==> src/rtl/reg_rr_mux.sv <==
// Round-robin N:1 register-interface mux; the grant is held from valid until ready.
// Optional watchdog that answers a stuck transaction with an error: REG_RR_MUX_TIMEOUT_EN.
package reg_rr_mux_pkg;
  typedef struct packed {
    logic [31:0] addr;
    logic        write;
    logic [31:0] wdata;
    logic [3:0]  wstrb;
    logic        valid;
  } reg_req_t;

  typedef struct packed {
    logic [31:0] rdata;
    logic        error;
    logic        ready;
  } reg_rsp_t;
endpackage

module reg_rr_mux #(
  parameter int unsigned NoPorts       = 32'd2,
  parameter type         req_t         = reg_rr_mux_pkg::reg_req_t,
  parameter type         rsp_t         = reg_rr_mux_pkg::reg_rsp_t,
  parameter int unsigned TimeoutCycles = 32'd256,
  parameter int unsigned SelectWidth   = (NoPorts > 1) ? $clog2(NoPorts) : 1
) (
  input  logic                   clk_i,
  input  logic                   rst_ni,
  input  req_t [NoPorts-1:0]     in_req_i,
  output rsp_t [NoPorts-1:0]     in_rsp_o,
  output req_t                   out_req_o,
  input  rsp_t                   out_rsp_i,
  output logic [SelectWidth-1:0] out_sel_o
);

  typedef enum logic {IDLE, BUSY} state_e;

  state_e                 state_d, state_q;
  logic [SelectWidth-1:0] rr_d, rr_q, gnt_d, gnt_q;
  logic [SelectWidth-1:0] arb_sel, sel;
  logic                   any_valid, fwd_valid, timeout;
  int unsigned            idx;

  function automatic logic [SelectWidth-1:0] inc_idx(input logic [SelectWidth-1:0] i);
    if (32'(i) == NoPorts - 1) return '0;
    return i + 1'b1;
  endfunction

  // First valid port at or after rr_q, wrapping.
  always_comb begin
    any_valid = 1'b0;
    arb_sel   = rr_q;
    idx       = 0;
    for (int unsigned i = 0; i < NoPorts; i++) begin
      idx = 32'(rr_q) + i;
      if (idx >= NoPorts) idx = idx - NoPorts;
      if (!any_valid && in_req_i[idx[SelectWidth-1:0]].valid) begin
        any_valid = 1'b1;
        arb_sel   = idx[SelectWidth-1:0];
      end
    end
  end

`ifdef REG_RR_MUX_TIMEOUT_EN
  localparam int unsigned CntWidth = $clog2(TimeoutCycles + 1);
  logic [CntWidth-1:0] cnt_d, cnt_q;

  // A real ready in the same cycle beats the watchdog.
  assign timeout = (state_q == BUSY) && in_req_i[gnt_q].valid && !out_rsp_i.ready &&
                   (cnt_q == CntWidth'(TimeoutCycles - 1));
  assign cnt_d   = (state_q == BUSY) ? cnt_q + 1'b1 : '0;

  always_ff @(posedge clk_i or negedge rst_ni) begin
    if (!rst_ni) cnt_q <= '0;
    else         cnt_q <= cnt_d;
  end
`else
  assign timeout = 1'b0;
`endif

  always_comb begin
    state_d   = state_q;
    rr_d      = rr_q;
    gnt_d     = gnt_q;
    sel       = rr_q;
    fwd_valid = 1'b0;
    case (state_q)
      IDLE: begin
        if (any_valid) begin
          sel       = arb_sel;
          fwd_valid = 1'b1;
          if (out_rsp_i.ready) begin
            rr_d = inc_idx(arb_sel);
          end else begin
            state_d = BUSY;
            gnt_d   = arb_sel;
          end
        end
      end
      BUSY: begin
        sel       = gnt_q;
        fwd_valid = in_req_i[gnt_q].valid && !timeout;
        if (!in_req_i[gnt_q].valid) begin
          state_d = IDLE;
        end else if (out_rsp_i.ready || timeout) begin
          state_d = IDLE;
          rr_d    = inc_idx(gnt_q);
        end
      end
      default: state_d = IDLE;
    endcase
  end

  always_comb begin
    out_req_o = '0;
    in_rsp_o  = '0;
    out_sel_o = sel;
    if (fwd_valid || state_q == BUSY) begin
      out_req_o       = in_req_i[sel];
      out_req_o.valid = fwd_valid;
    end
    in_rsp_o[sel] = out_rsp_i;
    if (timeout) begin
      in_rsp_o[gnt_q]       = '0;
      in_rsp_o[gnt_q].error = 1'b1;
      in_rsp_o[gnt_q].ready = 1'b1;
    end
    // Nothing leaks out while reset is held, even with live requests.
    if (!rst_ni) begin
      out_req_o = '0;
      in_rsp_o  = '0;
      out_sel_o = '0;
    end
  end

  always_ff @(posedge clk_i or negedge rst_ni) begin
    if (!rst_ni) begin
      state_q <= IDLE;
      rr_q    <= '0;
      gnt_q   <= '0;
    end else begin
      state_q <= state_d;
      rr_q    <= rr_d;
      gnt_q   <= gnt_d;
    end
  end

`ifndef SYNTHESIS
  always @(posedge clk_i) begin
    if (rst_ni) begin
      assert (NoPorts >= 1 && TimeoutCycles >= 1)
        else $warning("reg_rr_mux: NoPorts and TimeoutCycles must be >= 1");
      if (state_q == BUSY)
        assert (in_req_i[gnt_q].valid)
          else $warning("reg_rr_mux: port %0d dropped valid before ready", gnt_q);
    end
  end
`endif

endmodule
==> config.mk <==
export PLATFORM = sky130hd
export DESIGN_NAME = reg_rr_mux
export DESIGN_NICKNAME = d
export VERILOG_FILES = /design/src/rtl/reg_rr_mux.sv
export SDC_FILE = /design/constraint.sdc
export NUM_CORES = 1
export LEC_CHECK = 0
export BUFFER_PORTS_ARGS = -buffer_cell sky130_fd_sc_hd__clkbuf_2
export CAP_MARGIN = 5
export CELL_PAD_IN_SITES_DETAIL_PLACEMENT = 0
export CELL_PAD_IN_SITES_GLOBAL_PLACEMENT = 1
export CORE_ASPECT_RATIO = 0.9
export CORE_MARGIN = 4
export CORE_UTILIZATION = 15
export CTS_CLUSTER_DIAMETER = 200
export DETAILED_ROUTE_END_ITERATION = 16
export PLACE_DENSITY = 0.83
export SYNTH_ARGS = -nofsm -noshare
export SYNTH_HDL_FRONTEND = slang
export SYNTH_SLANG_ARGS = --single-unit
==> constraint.sdc <==
create_clock -name clk_i -period 1.5 [get_ports clk_i]
set_input_delay 0.075 -clock clk_i [delete_from_list [all_inputs] [get_ports clk_i]]
set_output_delay 0.075 -clock clk_i [all_outputs]
set_load 0.05 [all_outputs]
[After elaboration in Yosys (flattened, before gate mapping)]
Index checks and enable logic that the tools add are counted.
W data, S select, Z words.
Storage, ports and cells
  logic and storage cells: 73
  register bits after elaboration: 3
  input port bits: 176
  output and inout bits: 139
Cells by class
  add/subtract/negate cells: 5
  bitwise logic cells: 3
  reduce and logical (&&, ||, !) cells: 6
  multiplexer cells: 45
  magnitude comparators: 7
  eq/ne operators: 4
Operators with widths (number)
  $mux W70: 4
  $and A68 B68 Y68: 1
  $mux W68: 1
  $demux W34 S1: 1
  $mux W1: 34
  $mux W34: 1
  $lt A1 B2 Y1 const B: 4
  $pmux W1 S2: 4
  $ne A2 B2 Y1 const B: 3
  $reduce_and A4 Y1: 1
  $reduce_and A3 Y1: 1
  $add A1 B1 Y1 const B: 2
  $add A1 B1 Y2 const B: 1
  $ge A1 B2 Y1 const B: 1
  $ge A2 B2 Y1 const B: 1
  $logic_and A1 B1 Y1: 2
  $ne A2 B1 Y1 const B: 1
  $not A1 Y1: 2
  $sub A1 B1 Y1 const B: 2
  $ge A1 B1 Y1 const B: 1
  $logic_not A1 Y1: 1
  $logic_or A1 B1 Y1: 1

[Longest topological paths before layout]
Gate-level depths: netlist of the first run.
  word-level depth: 16
  depth in mapped cells: 7
  mapped depth without buffers: 3

[Least setup slack after synthesis of the first run]
No wires, ideal clock.
  path kind: register to output
  start: register state_q
  end: output out_req_o[59] (netlist bit)
  stages on the path, launching flop included: 8
  path buffers: 4
  arrival: 2.083 ns
  path slack: -0.658 ns
  required time: 1.425 ns
  cells stage by stage: dfrtp_1 > buf_2 > nand2_1 > o31a_1 > buf_2 > buf_6 > buf_6 > mux2i_1
RTL lines
  start, declared: line 37  | state_e state_d, state_q;
  start signal, assigned: line 141  | state_q <= state_d;
  end, declared: line 30  | output req_t out_req_o,

==> results of run 1 <==
layer usage:
layer / share of wire (%) / vias to the layer above / GRT usage [%] / wire (um)
met3: 7.4 / 12 / 3.31 / 1160
met5: 0 / - / 0 / 0
met4: 1.0 / 0 / 3.25 / 158
li1: - / 1813 / - / -
met2: 56 / 173 / 34.0 / 8790
met1: 35 / 1804 / 17.9 / 5550
kinds of logic (layout without fill, tap and decap cells):
logic type	count (synthesis)	count (layout)	share of synthesized area [%]
buffers and inverters	34	379	7.71
and+or+nand+nor	214	214	49.2
muxes	70	70	35.1
AOI/OAI and AO/OA	11	13	4.26
DFF	3	3	3.76
synthesized netlist by cell type, types with 2 or more instances:
master,count
nand2_1,139
mux2i_1,70
and2_1,36
and3_1,34
clkbuf_1,21
buf_2,9
a21oi_1,3
dfrtp_1,3
nor2_1,3
buf_1,2
buf_6,2
o31a_1,2
cell usage in the layout, fill, tap and decap left out, types with 2 or more instances in the layout:
cell type / instances
buf_16: 11
and2_4: 15
and2_1: 3
a21oi_1: 2
dfrtp_1: 2
o31a_4: 4
nand2_4: 9
buf_12: 75
nand2_1: 95
mux2i_2: 26
nand2_2: 35
clkbuf_16: 23
and2_2: 18
buf_6: 13
mux2i_4: 44
nor2_1: 2
buf_4: 11
clkbuf_8: 37
clkbuf_2: 175
and3_4: 33
buf_8: 31
repair_timing:
action | in CTS | in global routing
gates cloned | 12 | 17
gates resized for setup | 249 | 76
setup buffers | 8 | 5
setup endpoints to repair | 139 | 139
hold buffers | 1 | 0
hold endpoints to repair | 3 | 0
pin swaps | 3 | 10
through the flow:
| stage | TNS [ns] | instance area [sq um] | cells | util, % | hold slack (ns) |
|---|---|---|---|---|---|
| after floorplan | -24.90 | 2640 | 332 | - | -0.221 |
| after global placement | -16.08 | 5500 | 799 | 42.7 | 0.0824 |
| after detailed placement | -20.08 | 5500 | 799 | 42.7 | 0.0849 |
| after CTS | -42.90 | 7120 | 823 | 55.3 | 0.102 |
| after global routing | -55.59 | 7670 | 843 | 59.5 | 0.118 |
| final | -46.09 | 7670 | 843 | 59.5 | 0.114 |
cell type report:
class                   instances  area (sq um)  share of cell area [%]
clock buffers                   4          78.8                    1.03
multi-input cells             297          2880                    37.6
flip-flops and latches          3          76.3                   0.995
well taps                     164           205                    2.68
repair buffers                375          4430                    57.7
power by group:
group | internal (mW) | total [mW] | switching, mW
registers | 0.102 | 0.129 | 0.0265
clock network | 0.351 | 0.422 | 0.0717
logic | 3.36 | 6.70 | 3.34
total | 3.82 | 7.25 | 3.44
worst paths after layout:
check                              from            to  slack [ns]  cells past startpoint
setup / recovery                state_q  out_req_o[5]       -0.39                      7
hold / removal             out_rsp_i[0]       state_q        0.11                      2
setup reg to reg                state_q          rr_q        0.33                      5
hold reg to reg                    rr_q          rr_q        0.70                      2
max in group asynchronous        rst_ni       state_q        0.69                      3
min in group asynchronous        rst_ni       state_q        0.62                      3
registers in the layout, summed over array words and instances, names as in the netlist:
name and flops:
state_q 1, rr_q 1, gnt_q 1
==> flow_metrics.tcl, run 1 <==
set metrics [dict create \
    status "finished with violations" \
    violations "negative setup slack" \
    async_reset_ff_share_pct 100 \
    crit_required_ns 1.42 \
    cts_tree "done" \
    hp-class "primary input to flip-flop" \
    die_h_um 117 \
    rows 39 \
    clkSinkCount 3 \
    start_util_pct 15.5 \
    worst_pin_slew_ns 0.230 \
    setup_violations 138 \
    syn_inst 332 \
    dieWidth_um 130 \
    start_kind "flip-flop" \
    place_congestion 0.776 \
    drtAntennaViolNets 0 \
    first_global_vias 3859 \
    ir_drop_mv 0.469 \
    grt_max_degree 39 \
    min_period_over_period_pct 126 \
    crit_path_end_kind "primary output" \
    core_area_sq_um 12900 \
    path_delay_family "buffers and inverters" \
    cp_slowest_cell "dfrtp_2" \
    dp_hpwl_mm 9.05 \
    first_iter_violations 96 \
    ys_seq_area_share_pct 3.76 \
    worstPathCellList "buf_6 -> o31a_4 -> buf_12 -> clkbuf_16 -> nand2_2 -> mux2i_4 -> buf_12" \
    diodes 0 \
    num_io_pins 315 \
    numCtsBuffers 3 \
    syn_avg_cell_area_sq_um 6.01 \
    grt_pass1_wl_mm 20.8 \
    firstDrtPassIters 4 \
    min_period_ns 1.89 \
    routed_via_density 4.51 \
    max_stage_delay_ns 0.43 \
    track_usage_pct 17.0 \
    clkTransAtPathRegs_ns 0.03 \
    vias 3802 \
    final_max_slew_viol_count 0 \
    rsz0062_at_grt "yes" \
    synth_cell_types 20 \
    synth_area_sq_um 2000 \
    cts_root_buf "clkbuf_16" \
    overflow 0 \
    antenna_found_initial 0 \
    worstSkewPairLatency_ns 0.22 \
    routed_wl_mm 15.7 \
    yosysTopAreaCell "mux2i_1" \
    layout-drive-gt1-share_pct 83.5 \
    areaGrowthSynthToFinish_pct 284 \
    cap_violations 0 \
    dp_slack_ns -0.245 \
    layout.nets 856 \
    setup_slack_ns -0.391 \
    route.detailed.drc 0 \
    synth_area_leaders "mux2i_1, nand2_1, and2_1, and3_1, clkbuf_1" \
    p_leak_nw 3.50 \
    max_freq_mhz 529 \
    ys_seq_elements 3 \
    power_density_nw_per_um2 946 \
    yosysWarnings 0 \
    finalPower_mw 7.25 \
    wl_per_cell_um 18.6 \
    synth_top_area_share_pct 35.1 \
    portBuffers 314 \
    crit_path_max_fanout 8 \
    timing.critical_path.buf_inv 4 \
    crit_top_cell "buf_12" \
    die_area_sq_um 15200 \
    cts.path.max_buffers 2 \
    synth_edf_count 0 \
    finalHoldViolCount 0 \
    relSlewSlack_pct 84.7 \
    synth_nets 508 \
    n_fill_cell 1018 \
    htree_levels 1 \
    path_class "flip-flop to primary output" \
    finalClockSkew_ns 0.000482 \
    cp.arrival_ns 1.82 \
    synth_ff_type "dfrtp_1" \
]
Note: power is estimated with default switching activity, not from simulation.
==> inputs of run 2 (changes only) <==
==> constraint.sdc (replaced) <==
create_clock -name clk_i -period 1.5 [get_ports clk_i]
set_input_delay 0.15 -clock clk_i [delete_from_list [all_inputs] [get_ports clk_i]]
set_output_delay 0.15 -clock clk_i [all_outputs]
set_load 0.05 [all_outputs]
==> run 2 against run 1 <==
Compared with the run above:
- the flow still finishes with violations (negative setup slack)
- via count is 3.7% lower
- design area decreased by 4.6%
- die area unchanged
- critical path depth shrank 1
- highest routed layer unchanged
- maximum frequency down 4.4%
- total power is 0.50% higher
- non-clock buffer count fell by 7
- clock skew hardly changed
- setup slack got worse by 0.088 ns
- first-iteration DRC count is 31% higher
- worst hold slack improved by 0.064 ns
- clock power hardly changed
==> flow_metrics.tcl, run 2 (synthesis results as in run 1) <==
set metrics [dict create \
    status "finished with violations" \
    violations "negative setup slack" \
    die_h_um 117 \
    min_period_ns 1.98 \
    num_io_pins 315 \
    cts.path.max_buffers 2 \
    worstSkewPairLatency_ns 0.22 \
    core_area_sq_um 12900 \
    power_switching_mw 3.46 \
    setup_violations 138 \
    max_freq_mhz 505 \
    setup_slack_ns -0.479 \
    firstDrtPassIters 4 \
    start_kind "flip-flop" \
    diodes 0 \
    routed_via_density 4.39 \
    finalHoldViolCount 0 \
    final_common_cell "clkbuf_2" \
    dieWidth_um 130 \
    numCtsBuffers 3 \
    wl_per_cell_um 18.4 \
    clkSinkCount 3 \
    dp_slack_ns -0.426 \
    overflow 0 \
    rows 39 \
    place_congestion 0.781 \
    cap_violations 0 \
    seq_power_share_pct 1.7 \
    portBuffers 314 \
    track_usage_pct 16.3 \
    finalClockSkew_ns 0.000682 \
    dp_hpwl_mm 9.88 \
    routed_wl_mm 15.3 \
    route.detailed.drc 0 \
    n_fill_cell 1079 \
    cts_root_buf "clkbuf_16" \
    crit_path_max_fanout 12 \
    top_regs "gnt_q x1, rr_q x1, state_q x1" \
    cp.arrival_ns 1.83 \
    power.share.combinational_pct 92.5 \
    hold_path_depth 2 \
    areaGrowthSynthToFinish_pct 267 \
    grt_max_degree 50 \
    min_period_over_period_pct 132 \
    cts_tree "done" \
    clkTransAtPathRegs_ns 0.03 \
    swShare_pct 47.4 \
    hp-class "primary input to flip-flop" \
    first_global_vias 3715 \
    vias 3660 \
    htree_levels 1 \
    ir_drop_mv 0.743 \
    final_max_slew_viol_count 0 \
    first_iter_violations 126 \
    crit_path_end_kind "primary output" \
    final_cell_mix "clkbuf_2, nand2_1, buf_12, mux2i_4, buf_8" \
    layout.nets 847 \
    timing.hold.ws_ns 0.178 \
    path_class "flip-flop to primary output" \
    drtAntennaViolNets 0 \
    power_density_nw_per_um2 996 \
    worst_pin_slew_ns 0.231 \
    start_util_pct 15.5 \
    p_int_mw 3.83 \
    rsz0062_at_grt "yes" \
    p_leak_nw 3.34 \
    crit_required_ns 1.35 \
    grt_pass1_wl_mm 20.0 \
    reg2reg_depth 4 \
    layout-drive-gt1-share_pct 78.1 \
    die_area_sq_um 15200 \
    relSlewSlack_pct 84.3 \
    antenna_found_initial 0 \
    clock_power_share_pct 5.8 \
]
## run 2: cell count changes in the layout (fill, tap and decap cells not counted), sizes merged
cell    change
buf        +13
bufbuf      -1
clkbuf     -19
o31a        -2
## run 2: cell type report
class	count	area, sq um	share of cell area, %
Tap cell	164	205	2.80
Clock buffer	4	78.8	1.08
Multi-Input combinational cell	295	2700	36.8
Timing Repair Buffer	368	4260	58.2
Sequential cell	3	76.3	1.04
## run 2: per-layer routing
layer  global-route usage (%)  wire (um)
met4                     3.51        252
met5                        0          0
met1                     19.2       6040
met3                     2.81        957
met2                     30.3       8100
## run 2: worst max-delay path, cell delays in order (launching register included)
cell and delay, ns:
dfrtp_1 0.39, nor2_2 0.08, o31a_4 0.36, buf_4 0.18, buf_16 0.17, mux2i_2 0.25
buf_12 0.17
## run 2: what timing repair did
action                                 in CTS  in global routing
cloned                                      3                 15
setup endpoints to repair                 139                139
pin swaps                                   2                 67
gates resized for setup                   163                 83
endpoints found under the hold margin       3                  0
setup buffers                               7                  4
hold buffers                                1                  0
## run 2: through the flow
stage               power, mW  cells  setup TNS [ns]  util (%)  cell area, sq um
floorplan                3.41    332          -32.21         -              2690
global placement         5.20    801          -27.75      44.0              5670
detailed placement       5.24    801          -31.90      44.0              5670
CTS                      6.50    816          -54.89      52.3              6730
global route             7.53    834          -62.68      56.8              7320
finish                   7.29    834          -56.42      56.8              7320
## run 2: worst paths after layout
check / startpoint / end / slack [ns]
setup / recovery: rr_q / out_req_o[42] / -0.48
hold / removal: out_rsp_i[0] / state_q / 0.18
setup reg to reg: state_q / rr_q / 0.45
hold reg to reg: gnt_q / gnt_q / 0.66
max in group asynchronous: rst_ni / state_q / 0.64
min in group asynchronous: rst_ni / gnt_q / 0.68
## run 2: power by group through the flow
stage          Combinational [mW]  Sequential, mW  Clock, mW
6_report                     6.74           0.124      0.422
3_3_place_gp                 5.08           0.118          0
4_1_cts                      5.96           0.120      0.425
5_1_grt                      6.97           0.126      0.434
3_5_place_dp                 5.12           0.121          0
2_1_floorplan                3.29           0.121          0
==> inputs of run 3 (changes only) <==
ABC_AREA = 1   (was not set)
CORE_UTILIZATION = 16   (was 15)
PLACE_DENSITY = 0.81   (was 0.83)
SLEW_MARGIN = 25   (was not set)
TNS_END_PERCENT = 50   (was not set)
==> run 3 against run 2 <==
Compared with the run above:
- the run still ends with negative setup slack left
- die area increased by 17%
- sequential power is essentially flat
- worst hold slack worse by 0.056 ns
- utilization rose by 0.48 points
- maximum frequency fell by 1.3%
- clock power is essentially flat
- critical path depth up 3
==> flow_metrics.tcl, run 3 <==
set metrics [dict create \
    clkTransAtPathRegs_ns 0.03 \
    top_layer "met4" \
    setup_violations 139 \
    finalClockSkew_ns 0.000625 \
    core_area_sq_um 15400 \
    antenna_found_initial 0 \
    hp-class "primary input to flip-flop" \
    die_h_um 127 \
    crit_path_end_kind "primary output" \
    relSlewSlack_pct 79.4 \
    power_density_nw_per_um2 950 \
    crit_required_ns 1.35 \
    n_fill_cell 1252 \
    diodes 0 \
    dpl_cell_area_sq_um 6430 \
    yosysWarnings 0 \
    synth_top_family_by_area "simple AND/OR/NAND/NOR gates" \
    synthAdderAreaFrac_pct 0 \
    synth_compound_gate_area_share_pct 15.4 \
    rsz0062_at_grt "yes" \
    path_class "flip-flop to primary output" \
    status "finished with violations" \
    layout.nets 1064 \
    setup_slack_ns -0.505 \
    synth_mux_area_share_pct 0 \
    synth_common_cells "nand3_1, nor2_1, inv_1" \
    dieWidth_um 140 \
    areaGrowthSynthToFinish_pct 251 \
    track_usage_pct 16.8 \
    portBuffers 314 \
    finalHoldViolCount 0 \
    overflow 0 \
    num_io_pins 315 \
    async_reset_ff_share_pct 100 \
    synth_cell_types 19 \
    yosysTopAreaCell "nand3_1" \
    place_congestion 0.804 \
    first_global_vias 4935 \
    synthXorXnorAreaFrac_pct 0 \
    crit_path_max_fanout 11 \
    p_leak_nw 4.26 \
    grt_pass1_wl_mm 25.0 \
    synth_nets 710 \
    grt_max_degree 53 \
    cts_tree "done" \
    wl_per_cell_um 17.0 \
    final_max_slew_viol_count 0 \
    top_regs "gnt_q x1, rr_q x1, state_q x1" \
    ir_drop_mv 0.641 \
    synth_edf_count 0 \
    cap_violations 0 \
    first_iter_violations 156 \
    dp_hpwl_mm 11.1 \
    ys_seq_area_share_pct 2.98 \
    met2_length_mm 9.67 \
    timing.hold.ws_ns 0.122 \
    rows 43 \
    cp.arrival_ns 1.86 \
    wl_met1_mm 7.08 \
    worst_pin_slew_ns 0.309 \
    final_cell_mix "clkbuf_2, nor2_4, inv_1, nand3_2, buf_12" \
    ys_seq_elements 3 \
    hold_path_depth 2 \
    final_util_pct 57.3 \
    final_common_cell "clkbuf_2" \
    syn_avg_cell_area_sq_um 4.71 \
    route.detailed.drc 0 \
    start_util_pct 16.3 \
    worstPathCellList "a21oi_4 -> buf_12 -> nand2_8 -> buf_4 -> clkbuf_16 -> nand3_1 -> nand3_2 -> nor2_4 -> buf_8" \
    cts.path.max_buffers 2 \
    numCtsBuffers 3 \
    synth_ff_type "dfrtp_1" \
    syn_inst 534 \
    worstSkewPairLatency_ns 0.22 \
    max_stage_delay_ns 0.44 \
    drtAntennaViolNets 0 \
    synth_area_sq_um 2520 \
    routed_wl_mm 18.5 \
    cp_slowest_cell "dfrtp_2" \
    firstDrtPassIters 4 \
    wl_met3_mm 1.38 \
    die_area_sq_um 17800 \
    start_kind "flip-flop" \
    finalPower_mw 8.41 \
    synth_area_leaders "nand3_1, nor2_1, inv_1, a21oi_1, buf_6" \
    cts_root_buf "clkbuf_16" \
    fin_area_sq_um 8850 \
    synth_top_area_share_pct 27.4 \
    vias 5000 \
    violations "negative setup slack" \
    max_freq_mhz 499 \
    reg2reg_depth 10 \
    yosys.area_share.simple_pct 51.6 \
    routed_via_density 4.59 \
    min_period_ns 2.01 \
    clkSinkCount 3 \
    min_period_over_period_pct 134 \
    htree_levels 1 \
    layout-drive-gt1-share_pct 78.0 \
]
==> run 3: through the flow <==
stage | worst slack [ns] | setup TNS, ns | instances
2_1_floorplan | -0.186 | -13.51 | 534
3_3_place_gp | -0.369 | -29.50 | 1051
3_5_place_dp | -0.427 | -33.99 | 1051
4_1_cts | -0.497 | -58.69 | 1062
5_1_grt | -0.587 | -66.36 | 1089
6_report | -0.505 | -56.68 | 1089
==> run 3: path summary, 6_finish.rpt <==
path / to / slack [ns] / startpoint
min: state_q / 0.12 / out_rsp_i[0]
max: out_req_o[43] / -0.51 / rr_q
min in group asynchronous: rr_q / 0.43 / rst_ni
max in group asynchronous: rr_q / 0.90 / rst_ni
max reg2reg: gnt_q / 0.09 / rr_q
min reg2reg: gnt_q / 0.60 / gnt_q
==> run 3: where the power goes <==
| group | total [mW] | switching, mW | internal [mW] | leakage (nW) |
|---|---|---|---|---|
| Combinational | 7.87 | 4.42 | 3.45 | 4.19 |
| Sequential | 0.121 | 0.0216 | 0.0997 | 0.0362 |
| Clock | 0.421 | 0.0707 | 0.351 | 0.0382 |
| Total | 8.41 | 4.51 | 3.90 | 4.26 |
==> run 3: final cells by class <==
cell class / count / area (sq um) / share of cell area (%)
sequential: 3 / 76.3 / 0.863
clock buffer: 4 / 78.8 / 0.891
multi-input combinational: 370 / 3510 / 39.6
tap: 202 / 253 / 2.86
inverter: 111 / 419 / 4.74
timing repair buffer: 399 / 4520 / 51.0
==> run 3: cell families after synthesis <==
| logic type | count (synthesis) |
|---|---|
| AOI/OAI and AO/OA | 75 |
| buffers and inverters | 162 |
| DFF | 3 |
| and+or+nand+nor | 294 |
==> run 3: routing by layer <==
| metal | vias up | GRT usage (%) |
|---|---|---|
| met5 | - | 0 |
| met4 | 0 | 4.62 |
| met3 | 28 | 3.89 |
| met2 | 229 | 30.4 |
| met1 | 2351 | 20.0 |
| li1 | 2392 | - |
==> run 3: what timing repair did <==
action / CTS / global route
gates resized for setup: 199 / 230
setup endpoints to repair: 139 / 140
cloned: 6 / 15
setup buffers: 0 / 12
hold buffers: 1 / 0
hold endpoints to repair: 3 / 0
pin swaps: 3 / 37
==> run 3: critical path, delay by kind of cell, from the launching register on <==
family                 cells  cell delay, ns
buffers and inverters      4            0.62
flip-flops                 1            0.44
AO/OA/AOI/OAI              1            0.18
AND/OR/NAND/NOR            4            0.40
